[src/rtl/queue_display_pkg.sv]
`default_nettype none
// ============================================================================
// Module      : queue_display_pkg
// Description : Shared definitions for the queue display. Holds the active-low
//               7-segment patterns (bit 0 = segment a), the digit count, the
//               digit-index type and the BCD converter state type.
// Revision    : 1.0 - initial release
// ============================================================================
package queue_display_pkg;

    localparam int NUM_DIGITS = 6;

    typedef logic [2:0] digit_idx_t;

    typedef enum logic [0:0] {
        B2B_IDLE  = 1'b0,
        B2B_SHIFT = 1'b1
    } b2b_state_t;

    // Active-low segment patterns, bit order {g,f,e,d,c,b,a}
    localparam logic [6:0] c_SEG_0     = 7'b1000000;
    localparam logic [6:0] c_SEG_1     = 7'b1111001;
    localparam logic [6:0] c_SEG_2     = 7'b0100100;
    localparam logic [6:0] c_SEG_3     = 7'b0110000;
    localparam logic [6:0] c_SEG_4     = 7'b0011001;
    localparam logic [6:0] c_SEG_5     = 7'b0010010;
    localparam logic [6:0] c_SEG_6     = 7'b0000010;
    localparam logic [6:0] c_SEG_7     = 7'b1111000;
    localparam logic [6:0] c_SEG_8     = 7'b0000000;
    localparam logic [6:0] c_SEG_9     = 7'b0010000;
    localparam logic [6:0] c_SEG_BLANK = 7'b1111111;

    function automatic logic [6:0] seg_encode(input logic [3:0] digit);
        logic [6:0] seg;
        case (digit)
            4'd0:    seg = c_SEG_0;
            4'd1:    seg = c_SEG_1;
            4'd2:    seg = c_SEG_2;
            4'd3:    seg = c_SEG_3;
            4'd4:    seg = c_SEG_4;
            4'd5:    seg = c_SEG_5;
            4'd6:    seg = c_SEG_6;
            4'd7:    seg = c_SEG_7;
            4'd8:    seg = c_SEG_8;
            4'd9:    seg = c_SEG_9;
            default: seg = c_SEG_BLANK;
        endcase
        return seg;
    endfunction

endpackage
`default_nettype wire

[src/rtl/queue_display_if.sv]
`default_nettype none
// ============================================================================
// Module      : queue_display_if
// Description : Bundle between the ticket service and the queue display.
//               master : drives current_client, total_clients, full
//               slave  : drives seg_n, an_n, waiting, chime (the display)
// Revision    : 1.0 - initial release
// ============================================================================
interface queue_display_if;
    logic [7:0] current_client;
    logic [7:0] total_clients;
    logic       full;
    logic [6:0] seg_n;
    logic [5:0] an_n;
    logic [7:0] waiting;
    logic       chime;

    modport master (
        output current_client, total_clients, full,
        input  seg_n, an_n, waiting, chime
    );

    modport slave (
        input  current_client, total_clients, full,
        output seg_n, an_n, waiting, chime
    );
endinterface
`default_nettype wire

[src/rtl/bin2bcd8.sv]
`default_nettype none
// ============================================================================
// Module      : bin2bcd8
// Description : Sequential double-dabble 8-bit binary to 3-digit BCD converter.
//               start is accepted while idle; done pulses for one cycle exactly
//               9 cycles after the start cycle, with bcd updated at that point.
//               bcd holds its value between conversions.
// Ports       : clk, rst (async, active-high), start, bin[7:0] in;
//               done, bcd[11:0] {hundreds,tens,units} out
// Revision    : 1.0 - initial release
// ============================================================================
module bin2bcd8
    import queue_display_pkg::*;
(
    input  wire        clk,
    input  wire        rst,
    input  wire        start,
    input  wire  [7:0] bin,
    output logic       done,
    output logic [11:0] bcd
);

    b2b_state_t  r_state;
    logic [19:0] r_shift;   // {hundreds, tens, units, binary}
    logic [2:0]  r_count;
    logic [19:0] w_adj;

    // Add 3 to any BCD nibble >= 5 before each shift
    always_comb begin
        w_adj = r_shift;
        for (int i = 0; i < 3; i++) begin
            if (r_shift[8 + 4*i +: 4] >= 4'd5) begin
                w_adj[8 + 4*i +: 4] = r_shift[8 + 4*i +: 4] + 4'd3;
            end
        end
    end

    always_ff @(posedge clk or posedge rst) begin
        if (rst) begin
            r_state <= B2B_IDLE;
            r_shift <= '0;
            r_count <= '0;
            done    <= 1'b0;
            bcd     <= '0;
        end else begin
            done <= 1'b0;
            case (r_state)
                B2B_IDLE: begin
                    if (start) begin
                        r_shift <= {12'd0, bin};
                        r_count <= '0;
                        r_state <= B2B_SHIFT;
                    end
                end
                B2B_SHIFT: begin
                    r_shift <= w_adj << 1;
                    r_count <= r_count + 3'd1;
                    if (r_count == 3'd7) begin
                        // Eighth shift: take the result straight from the
                        // adjusted value so done and bcd land together
                        done    <= 1'b1;
                        bcd     <= w_adj[18:7];
                        r_state <= B2B_IDLE;
                    end
                end
                default: r_state <= B2B_IDLE;
            endcase
        end
    end

endmodule
`default_nettype wire

[src/rtl/queue_display.sv]
`default_nettype none
// ============================================================================
// Module      : queue_display
// Description : Six-digit multiplexed display of the ticket being served
//               (digits 0-2) and the number waiting (digits 3-5), with
//               leading-zero blanking, a blinking "full" indication on the
//               waiting group and a chime pulse on each new client.
// Ports       : clk, rst (async, active-high);
//               bus (queue_display_if.slave): current_client, total_clients,
//               full in; seg_n, an_n, waiting, chime out
// Revision    : 1.0 - initial release
// ============================================================================
module queue_display
    import queue_display_pkg::*;
#(
    parameter int REFRESH_DIV  = 1000,
    parameter int CHIME_CYCLES = 50000,
    parameter int BLINK_DIV    = 250000
) (
    input  wire            clk,
    input  wire            rst,
    queue_display_if.slave bus
);

    localparam int c_REF_W   = (REFRESH_DIV > 1) ? $clog2(REFRESH_DIV) : 1;
    localparam int c_BLINK_W = (BLINK_DIV > 1) ? $clog2(BLINK_DIV) : 1;
    localparam int c_CHIME_W = (CHIME_CYCLES > 0) ? $clog2(CHIME_CYCLES + 1) : 1;

    // Sample stage and derived waiting count
    logic [7:0] r_cur_s, r_tot_s, r_waiting;
    logic       r_full_s;

    always_ff @(posedge clk or posedge rst) begin
        if (rst) begin
            r_cur_s   <= '0;
            r_tot_s   <= '0;
            r_full_s  <= 1'b0;
            r_waiting <= '0;
        end else begin
            r_cur_s   <= bus.current_client;
            r_tot_s   <= bus.total_clients;
            r_full_s  <= bus.full;
            r_waiting <= r_tot_s - r_cur_s;
        end
    end

    // BCD conversion control: restart whenever the source moved away from the
    // last value handed to the converter. The converter is idle again in its
    // done cycle, so a pending change starts right then.
    logic [7:0]  r_conv_cur, r_conv_wait;
    logic        r_busy_cur, r_busy_wait;
    logic        w_start_cur, w_start_wait, w_done_cur, w_done_wait;
    logic [11:0] w_bcd_cur, w_bcd_wait;

    assign w_start_cur  = (r_cur_s   != r_conv_cur)  && (!r_busy_cur  || w_done_cur);
    assign w_start_wait = (r_waiting != r_conv_wait) && (!r_busy_wait || w_done_wait);

    always_ff @(posedge clk or posedge rst) begin
        if (rst) begin
            r_conv_cur  <= '0;
            r_conv_wait <= '0;
            r_busy_cur  <= 1'b0;
            r_busy_wait <= 1'b0;
        end else begin
            if (w_start_cur) begin
                r_busy_cur <= 1'b1;
                r_conv_cur <= r_cur_s;
            end else if (w_done_cur) begin
                r_busy_cur <= 1'b0;
            end
            if (w_start_wait) begin
                r_busy_wait <= 1'b1;
                r_conv_wait <= r_waiting;
            end else if (w_done_wait) begin
                r_busy_wait <= 1'b0;
            end
        end
    end

    // The converters' bcd outputs only change on done, so they serve
    // directly as the displayed digit registers.
    bin2bcd8 u_bcd_cur (
        .clk   (clk),
        .rst   (rst),
        .start (w_start_cur),
        .bin   (r_cur_s),
        .done  (w_done_cur),
        .bcd   (w_bcd_cur)
    );

    bin2bcd8 u_bcd_wait (
        .clk   (clk),
        .rst   (rst),
        .start (w_start_wait),
        .bin   (r_waiting),
        .done  (w_done_wait),
        .bcd   (w_bcd_wait)
    );

    // Digit scan, blink phase and digit selection
    logic [c_REF_W-1:0]   r_refresh;
    logic [c_BLINK_W-1:0] r_blink_cnt;
    logic                 r_blink;
    digit_idx_t           r_idx;
    logic [5:0]           r_an_n;
    logic [6:0]           r_seg_n;
    logic                 w_grp_wait, w_blank;
    logic [11:0]          w_bcd;
    logic [3:0]           w_digit;

    assign w_grp_wait = (r_idx >= digit_idx_t'(3));

    always_comb begin
        w_bcd   = w_grp_wait ? w_bcd_wait : w_bcd_cur;
        w_digit = 4'd0;
        w_blank = 1'b0;
        case (r_idx)
            3'd0, 3'd3: w_digit = w_bcd[3:0];
            3'd1, 3'd4: begin
                w_digit = w_bcd[7:4];
                w_blank = (w_bcd[11:4] == 8'd0);
            end
            3'd2, 3'd5: begin
                w_digit = w_bcd[11:8];
                w_blank = (w_bcd[11:8] == 4'd0);
            end
            default: w_blank = 1'b1;
        endcase
        if (w_grp_wait && r_full_s && r_blink) begin
            w_blank = 1'b1;
        end
    end

    // Outputs are registered so they sit at all-off during reset
    always_ff @(posedge clk or posedge rst) begin
        if (rst) begin
            r_refresh   <= '0;
            r_idx       <= '0;
            r_blink_cnt <= '0;
            r_blink     <= 1'b0;
            r_an_n      <= '1;
            r_seg_n     <= c_SEG_BLANK;
        end else begin
            if (r_refresh == c_REF_W'(REFRESH_DIV - 1)) begin
                r_refresh <= '0;
                r_idx     <= (r_idx == digit_idx_t'(NUM_DIGITS - 1)) ? '0 : r_idx + 3'd1;
            end else begin
                r_refresh <= r_refresh + c_REF_W'(1);
            end
            if (r_blink_cnt == c_BLINK_W'(BLINK_DIV - 1)) begin
                r_blink_cnt <= '0;
                r_blink     <= ~r_blink;
            end else begin
                r_blink_cnt <= r_blink_cnt + c_BLINK_W'(1);
            end
            r_an_n  <= w_blank ? 6'b111111 : ~(6'd1 << r_idx);
            r_seg_n <= w_blank ? c_SEG_BLANK : seg_encode(w_digit);
        end
    end

    // Chime: r_valid marks that the sample stage holds a real sample,
    // r_primed that r_prev_cur does too, so the first sample never chimes.
    logic                 r_valid, r_primed;
    logic [7:0]           r_prev_cur;
    logic [c_CHIME_W-1:0] r_chime_cnt;

    always_ff @(posedge clk or posedge rst) begin
        if (rst) begin
            r_valid     <= 1'b0;
            r_primed    <= 1'b0;
            r_prev_cur  <= '0;
            r_chime_cnt <= '0;
        end else begin
            r_valid    <= 1'b1;
            r_primed   <= r_valid;
            r_prev_cur <= r_cur_s;
            if (r_primed && (r_cur_s != r_prev_cur)) begin
                r_chime_cnt <= c_CHIME_W'(CHIME_CYCLES);
            end else if (r_chime_cnt != '0) begin
                r_chime_cnt <= r_chime_cnt - c_CHIME_W'(1);
            end
        end
    end

    assign bus.seg_n   = r_seg_n;
    assign bus.an_n    = r_an_n;
    assign bus.waiting = r_waiting;
    assign bus.chime   = (r_chime_cnt != '0);

endmodule
`default_nettype wire

[src/flat_wrapper.sv]
// flat-port wrapper written by rule: the top's interface ports become plain ports
module queue_display_flat import queue_display_pkg::*;
#(
    parameter int REFRESH_DIV  = 1000,
    parameter int CHIME_CYCLES = 50000,
    parameter int BLINK_DIV    = 250000
)
  (clk, rst, bus_current_client, bus_total_clients, bus_full, bus_seg_n, bus_an_n, bus_waiting, bus_chime);
  queue_display_if bus_i ();
  input  wire clk;
  input  wire rst;
  input wire logic [$bits(bus_i.current_client)-1:0] bus_current_client;
  input wire logic [$bits(bus_i.total_clients)-1:0] bus_total_clients;
  input wire logic [$bits(bus_i.full)-1:0] bus_full;
  output wire logic [$bits(bus_i.seg_n)-1:0] bus_seg_n;
  output wire logic [$bits(bus_i.an_n)-1:0] bus_an_n;
  output wire logic [$bits(bus_i.waiting)-1:0] bus_waiting;
  output wire logic [$bits(bus_i.chime)-1:0] bus_chime;
  assign bus_i.current_client = bus_current_client;
  assign bus_i.total_clients = bus_total_clients;
  assign bus_i.full = bus_full;
  assign bus_seg_n = bus_i.seg_n;
  assign bus_an_n = bus_i.an_n;
  assign bus_waiting = bus_i.waiting;
  assign bus_chime = bus_i.chime;
  queue_display #(.REFRESH_DIV(REFRESH_DIV), .CHIME_CYCLES(CHIME_CYCLES), .BLINK_DIV(BLINK_DIV)) u_core (.clk(clk), .rst(rst), .bus(bus_i));
endmodule
[config.mk]
export PLATFORM = sky130hd
export DESIGN_NAME = queue_display_flat
export DESIGN_NICKNAME = d
export VERILOG_FILES = /design/src/rtl/queue_display_pkg.sv /design/src/rtl/queue_display_if.sv /design/src/rtl/bin2bcd8.sv /design/src/rtl/queue_display.sv /design/src/flat_wrapper.sv
export SDC_FILE = /design/constraint.sdc
export NUM_CORES = 1
export LEC_CHECK = 0
export BUFFER_PORTS_ARGS = -buffer_cell sky130_fd_sc_hd__buf_2
export CORE_MARGIN = 2
export CORE_UTILIZATION = 56
export CTS_CLUSTER_DIAMETER = 50
export DETAILED_ROUTE_END_ITERATION = 16
export PLACE_DENSITY = 0.76
export SLEW_MARGIN = 20
export SYNTH_ARGS = -nofsm -noshare
export SYNTH_HDL_FRONTEND = slang
export SYNTH_SLANG_ARGS = --single-unit
[constraint.sdc]
create_clock -name clk -period 6.7 [get_ports clk]
set_input_delay 1.34 -clock clk [delete_from_list [all_inputs] [get_ports clk]]
set_output_delay 1.34 -clock clk [all_outputs]
set_load 0.05 [all_outputs]
### Yosys cells after proc, flatten, opt, wreduce, memory -nomap -nowiden

Memory sizes are Yosys's and may differ from the RTL's.
Index checks and enable logic that the tools add are counted.

* add/sub/neg operators: 13
* magnitude comparators: 7
* equality and inequality tests: 14
* shift operators: 1
* multiplexer cells: 39
* bitwise logic cells: 4
* reductions and logical operators: 21

Operators by type and width (count)
* 20-bit case mux with 2 select lines: 2
* 20-bit 2-to-1 mux: 2
* 16-bit 2-to-1 mux: 2
* 4-bit by 3-bit >= comparator with 1-bit output (second input constant): 6
* 8-bit inequality test: 3
* 18-bit by 1-bit adder with 18-bit output (second input constant): 1
* 18-bit equality test (second input constant): 1
* 18-bit 2-to-1 mux: 1
* 4-bit by 2-bit adder with 4-bit output (second input constant): 4
* 4-bit 2-to-1 mux: 4
* 16-bit nonzero test: 1
* 16-bit by 1-bit subtractor with 16-bit output (second input constant): 1
* 3-bit 2-to-1 mux: 5
* 1-bit 2-to-1 mux: 13
* 3-bit equality test (second input constant): 4
* 12-bit 2-to-1 mux: 1
* 3-bit case mux with 2 select lines: 2
* 4-bit case mux with 3 select lines: 1
* 10-bit by 1-bit adder with 10-bit output (second input constant): 1
* 10-bit equality test (second input constant): 1
* 10-bit 2-to-1 mux: 1
* 3-bit by 1-bit adder with 3-bit output (second input constant): 3
* 8-bit zero test: 1
* 8-bit subtractor: 1
* other kinds (20): 37

* bits in registers: 188
* memory bits (read-only): 112
* output and inout bits: 22
* logic and storage cells: 128
* memories kept: 1

Memory list
* (no name shown): depth 16, bits a word 7, read ports 1, clocked after Yosys merged registers in 0, write ports 0, line queue_display_pkg.sv:35 `case (digit)`

### Longest topological paths before layout

* depth in word-level cells: 6
* mapped depth: 16

### Modules after synthesis

Synthesis repeated with hierarchy kept, for this count alone.

* cells, all modules: 893
* area, all modules: 9217.6 µm²

Modules (own cells, without submodules)
* queue_display: times used 1, cells each 493, area each 5378.9 µm², sequential area each 2869.0 µm²
* bin2bcd8: times used 2, cells each 200, area each 1919.3 µm², sequential area each 925.9 µm²

### Worst setup path after synthesis

OpenSTA, ideal clock, no wires.

* kind: register to output
* start: reg u_core.r_chime_cnt[2]
* end: out bus_chime
* data arrival time: 1.601 ns
* data required time: 5.360 ns
* setup slack: 3.759 ns
* stages on the path, launching flop included: 5
* path through: dfrtp_1 nor4_4 nand4bb_1 nor3_1 inv_1

* word-level cells in the longest chain between the ends: 1

RTL lines
* from (decl): line queue_display.sv:165 `logic [c_CHIME_W-1:0] r_chime_cnt;`
* from (signal assigned): line queue_display.sv:178 `r_chime_cnt <= c_CHIME_W'(CHIME_CYCLES);`
* from (signal assigned): line queue_display.sv:180 `r_chime_cnt <= r_chime_cnt - c_CHIME_W'(1);`
* 16-bit nonzero test: line queue_display.sv:188 `assign bus.chime = (r_chime_cnt != '0);`
* to (decl): line flat_wrapper.sv:18 `output wire logic [$bits(bus_i.chime)-1:0] bus_chime;`

Every way passes these cells.

### Worst setup path in the final report

Ends and elaborated chain as after synthesis.

==> results by group <==
STA
  • Fmax: ~0.28 GHz
  • RSZ-0062 raised after global routing: false
  • Rel. slew slack: 0.458
  • Final Skew: 0.00644 ns
  • Tmin final: 3.60 ns
  • Final Slew Violations: 0
  • Setup TNS: 0 ns
  • Worst-Margin Slew: around 0.8 ns
  • Final Cycle Share: 0.537
  • Final setup viols: 0
  • Final Hold Fails: 0

Critical path
  • Arrival @ worst endpoint: around 2.3 ns
  • Critical path capture point type: output pin
  • Cells on worst reg2reg path: 11
  • Slowest CP cell: nor3_1
  • Crit path launch type: register
  • Largest fanout on the critical path: 5
  • Cells along the critical path: nor4_4, nand4bb_1, nor3_1, inv_1, buf_2
  • CP max stage delay: 0.49 ns
  • Crit path kind: reg -> out
  • CP required: 5.36 ns

Floorplanning
  • CORE AREA: 15700 sq um
  • Die X-Extent: between 100 and 150 um
  • Die Ht: 130 um
  • Die area: 16900 sq um
  • Ports: 41
  • Initial core utilization: 0.565
  • Row Count: 46

Global route
  • Remaining Overflow, GRT: 0
  • First-pass GRT wire length: between 20 and 30 mm
  • Vias in the first global route: 5771
  • Largest net degree at the start of global routing: 122
  • Tot GR Track Use: 0.199
  • Initial antenna violation count: 0

Yosys
  • Dominant synthesized flop cell: dfrtp_1
  • Number of synthesized flops with an enable pin: 0
  • Adder-cell share of the synthesized area: 0.0473
  • Yosys warns: 0
  • Simple-gate share of the synthesized area: 0.174
  • Net count after synthesis: 911
  • Post-Synthesis Cell Area: 8880 sq um
  • Syn Inst Count: 859
  • Compound-Gate Fraction of Synth Area: 0.0907
  • Synth cell types: 63
  • Multiplexer area fraction after synthesis: 0.0569
  • XOR/XNOR share of the synthesized area: 0.0680
  • FFs w/ async S/R, synth: 1.00
  • Syn avg cell area: 10.3 sq um
  • Largest family of logic cells by synthesized area: simple AND/OR/NAND/NOR gates
  • Synth Register Bits: 188
  • Sequential fraction of the synthesis area: 0.531

Layout
  • N_diodes: 0
  • Most common cell after layout, fill and taps aside: dfrtp_1
  • Fraction of layout cells with a size suffix above 1: 0.127
  • Final net count: 945
  • Area grow syn2layout: 10.7%
  • Most frequent cells in the layout: dfrtp_1 (175), nand2_1 (146), o21ai_0 (61)

Clocking
  • Total CTS buffers: 17
  • Setup bufs post-CTS: 0
  • Count of hold-fix buffers inserted at cts: 0
  • Skew-Pair Late Insertion Delay: roughly 0.43 ns
  • CTS tree: done
  • PostCTS Resize Cnt: 0
  • H-tree Lvls: 4
  • Max clock buf depth: 2
  • Root Buffer: clkbuf_16
  • CTS Sinks: 188
  • Worst-path clk slew: around 0.070 ns

Pwr
  • Max IR drop VDD: 0.215 mV
  • Leak pwr: ~4.5 nW
  • Pwr Density: 381 nW/um^2
  • Tot Pwr: 0.00374 W

Outcome
  • Status: completed

Routing
  • Via count: 6051
  • WL/cell: between 10 and 15 um
  • Routed Antenna Nets: 0
  • Post-route DRC violation count: 0
  • DRT iter0 DRCs: 424
  • Final wirelength: between 15 and 20 mm
  • Drt via density: 5.39
  • Drt first pass iters: 5

Place
  • IO buf count: 40
  • Dpl hpwl: 10.3 mm
  • GPL Wtd Cong: 0.824

Run
  • Max-cap violations: 0

Worst hold path
  • Min-Delay Path Class: reg -> reg
  • Hold path cells: 0
==> cells in the mapped netlist (all sizes together), types with 4 or more instances <==
cell type / number / area (sq um)
xnor2: 40 / 350
a21o: 6 / 45.0
o31ai: 6 / 45.0
mux2i: 37 / 370
clkbuf: 18 / 67.6
inv: 33 / 124
nand3: 21 / 105
ha: 32 / 400
buf: 12 / 73.8
xor2: 29 / 254
and3: 4 / 25.0
nand4: 11 / 68.8
nand2b: 16 / 100
a21oi: 29 / 145
nor2b: 6 / 37.5
mux2: 12 / 135
nor3b: 14 / 105
nor2: 49 / 186
dfstp: 13 / 342
dfrtp: 175 / 4380
or3: 4 / 26.3
o21ai: 64 / 320
nor3: 17 / 90.1
nor4: 9 / 71.3
or3b: 6 / 52.6
nand2: 146 / 548
==> critical path, delay by kind of cell (launching register included) <==
| kind | cells | cell delay [ns] |
|---|---|---|
| and+or+nand+nor | 3 | 1.09 |
| DFF | 1 | 0.45 |
| buffers and inverters | 2 | 0.29 |
==> where the power goes <==
| part | total [W] | switching, W | internal (W) |
|---|---|---|---|
| sequential | 0.00165 | 0.000224 | 0.00143 |
| combinational | 0.00114 | 0.000664 | 0.000476 |
| clock | 0.000953 | 0.000453 | 0.000500 |
==> state kept, by name (all words and copies together) (netlist names), 3 cells and up <==
signal and count:
u_core.u_bcd_wait.bcd 12, u_core.r_blink_cnt 18, u_core.u_bcd_cur.bcd 12, u_core.r_chime_cnt 16, u_core.bus.seg_n 7, u_core.r_prev_cur 8
u_core.u_bcd_wait.r_count 3, u_core.r_cur_s 8, u_core.bus.an_n 6, u_core.u_bcd_wait.r_shift 20, u_core.r_tot_s 8, u_core.u_bcd_cur.r_shift 20
u_core.r_conv_cur 8, u_core.bus.waiting 8, u_core.r_idx 3, u_core.r_refresh 10, u_core.u_bcd_cur.r_count 3, u_core.r_conv_wait 8
==> through the flow <==
step	std cells	hold WS [ns]	area, sq um	util	worst slack (ns)
CTS	1122	0.354	9830	0.625	3.11
global route	1122	0.367	9830	0.626	2.89
finish	1122	0.350	9830	0.626	3.10
floorplan	859	0.331	8880	-	0.268
global placement	1090	0.333	9260	0.590	3.37
detailed placement	1090	0.337	9260	0.590	3.29
==> path summary, 6_finish.rpt <==
| path | end | start | slack (ns) |
|---|---|---|---|
| min in group asynchronous | u_core.r_blink_cnt[10] | rst | 1.05 |
| min | u_core.r_primed | u_core.r_valid | 0.35 |
| min reg2reg | u_core.r_primed | u_core.r_valid | 0.35 |
| max | bus_chime | u_core.r_chime_cnt[2] | 3.10 |
| max in group asynchronous | u_core.u_bcd_cur.r_shift[0] | rst | 4.29 |
| max reg2reg | u_core.bus.seg_n[4] | u_core.r_idx[2] | 3.15 |
==> routing by layer <==
layer	vias to the layer above	track usage	part of all wire
met4	0	0.0848	0.021
met3	24	0.0385	0.027
met5	-	0	0
met2	97	0.316	0.48
li1	2998	-	-
met1	2932	0.272	0.47
==> kinds of logic (layout without fill, tap and decap cells) <==
| kind of cell | count (synthesis) | in the layout |
|---|---|---|
| XOR/XNOR | 69 | 69 |
| AO/OA/AOI/OAI | 135 | 135 |
| adder cells (fa/ha/maj) | 33 | 33 |
| flip-flops | 188 | 188 |
| other | 1 | 1 |
| AND/OR/NAND/NOR | 319 | 319 |
| multiplexers | 49 | 49 |
| buffers and inverters | 65 | 112 |
==> area by class of cell <==
class	instances	area, sq um
inverters	35	139
multi-input cells	606	3900
well taps	216	270
clock buffers	18	439
fillers	1264	5880
clock inverters	14	125
repair buffers	45	238
flip-flops and latches	188	4720
No activity file was read; power rests on OpenSTA's default activity.
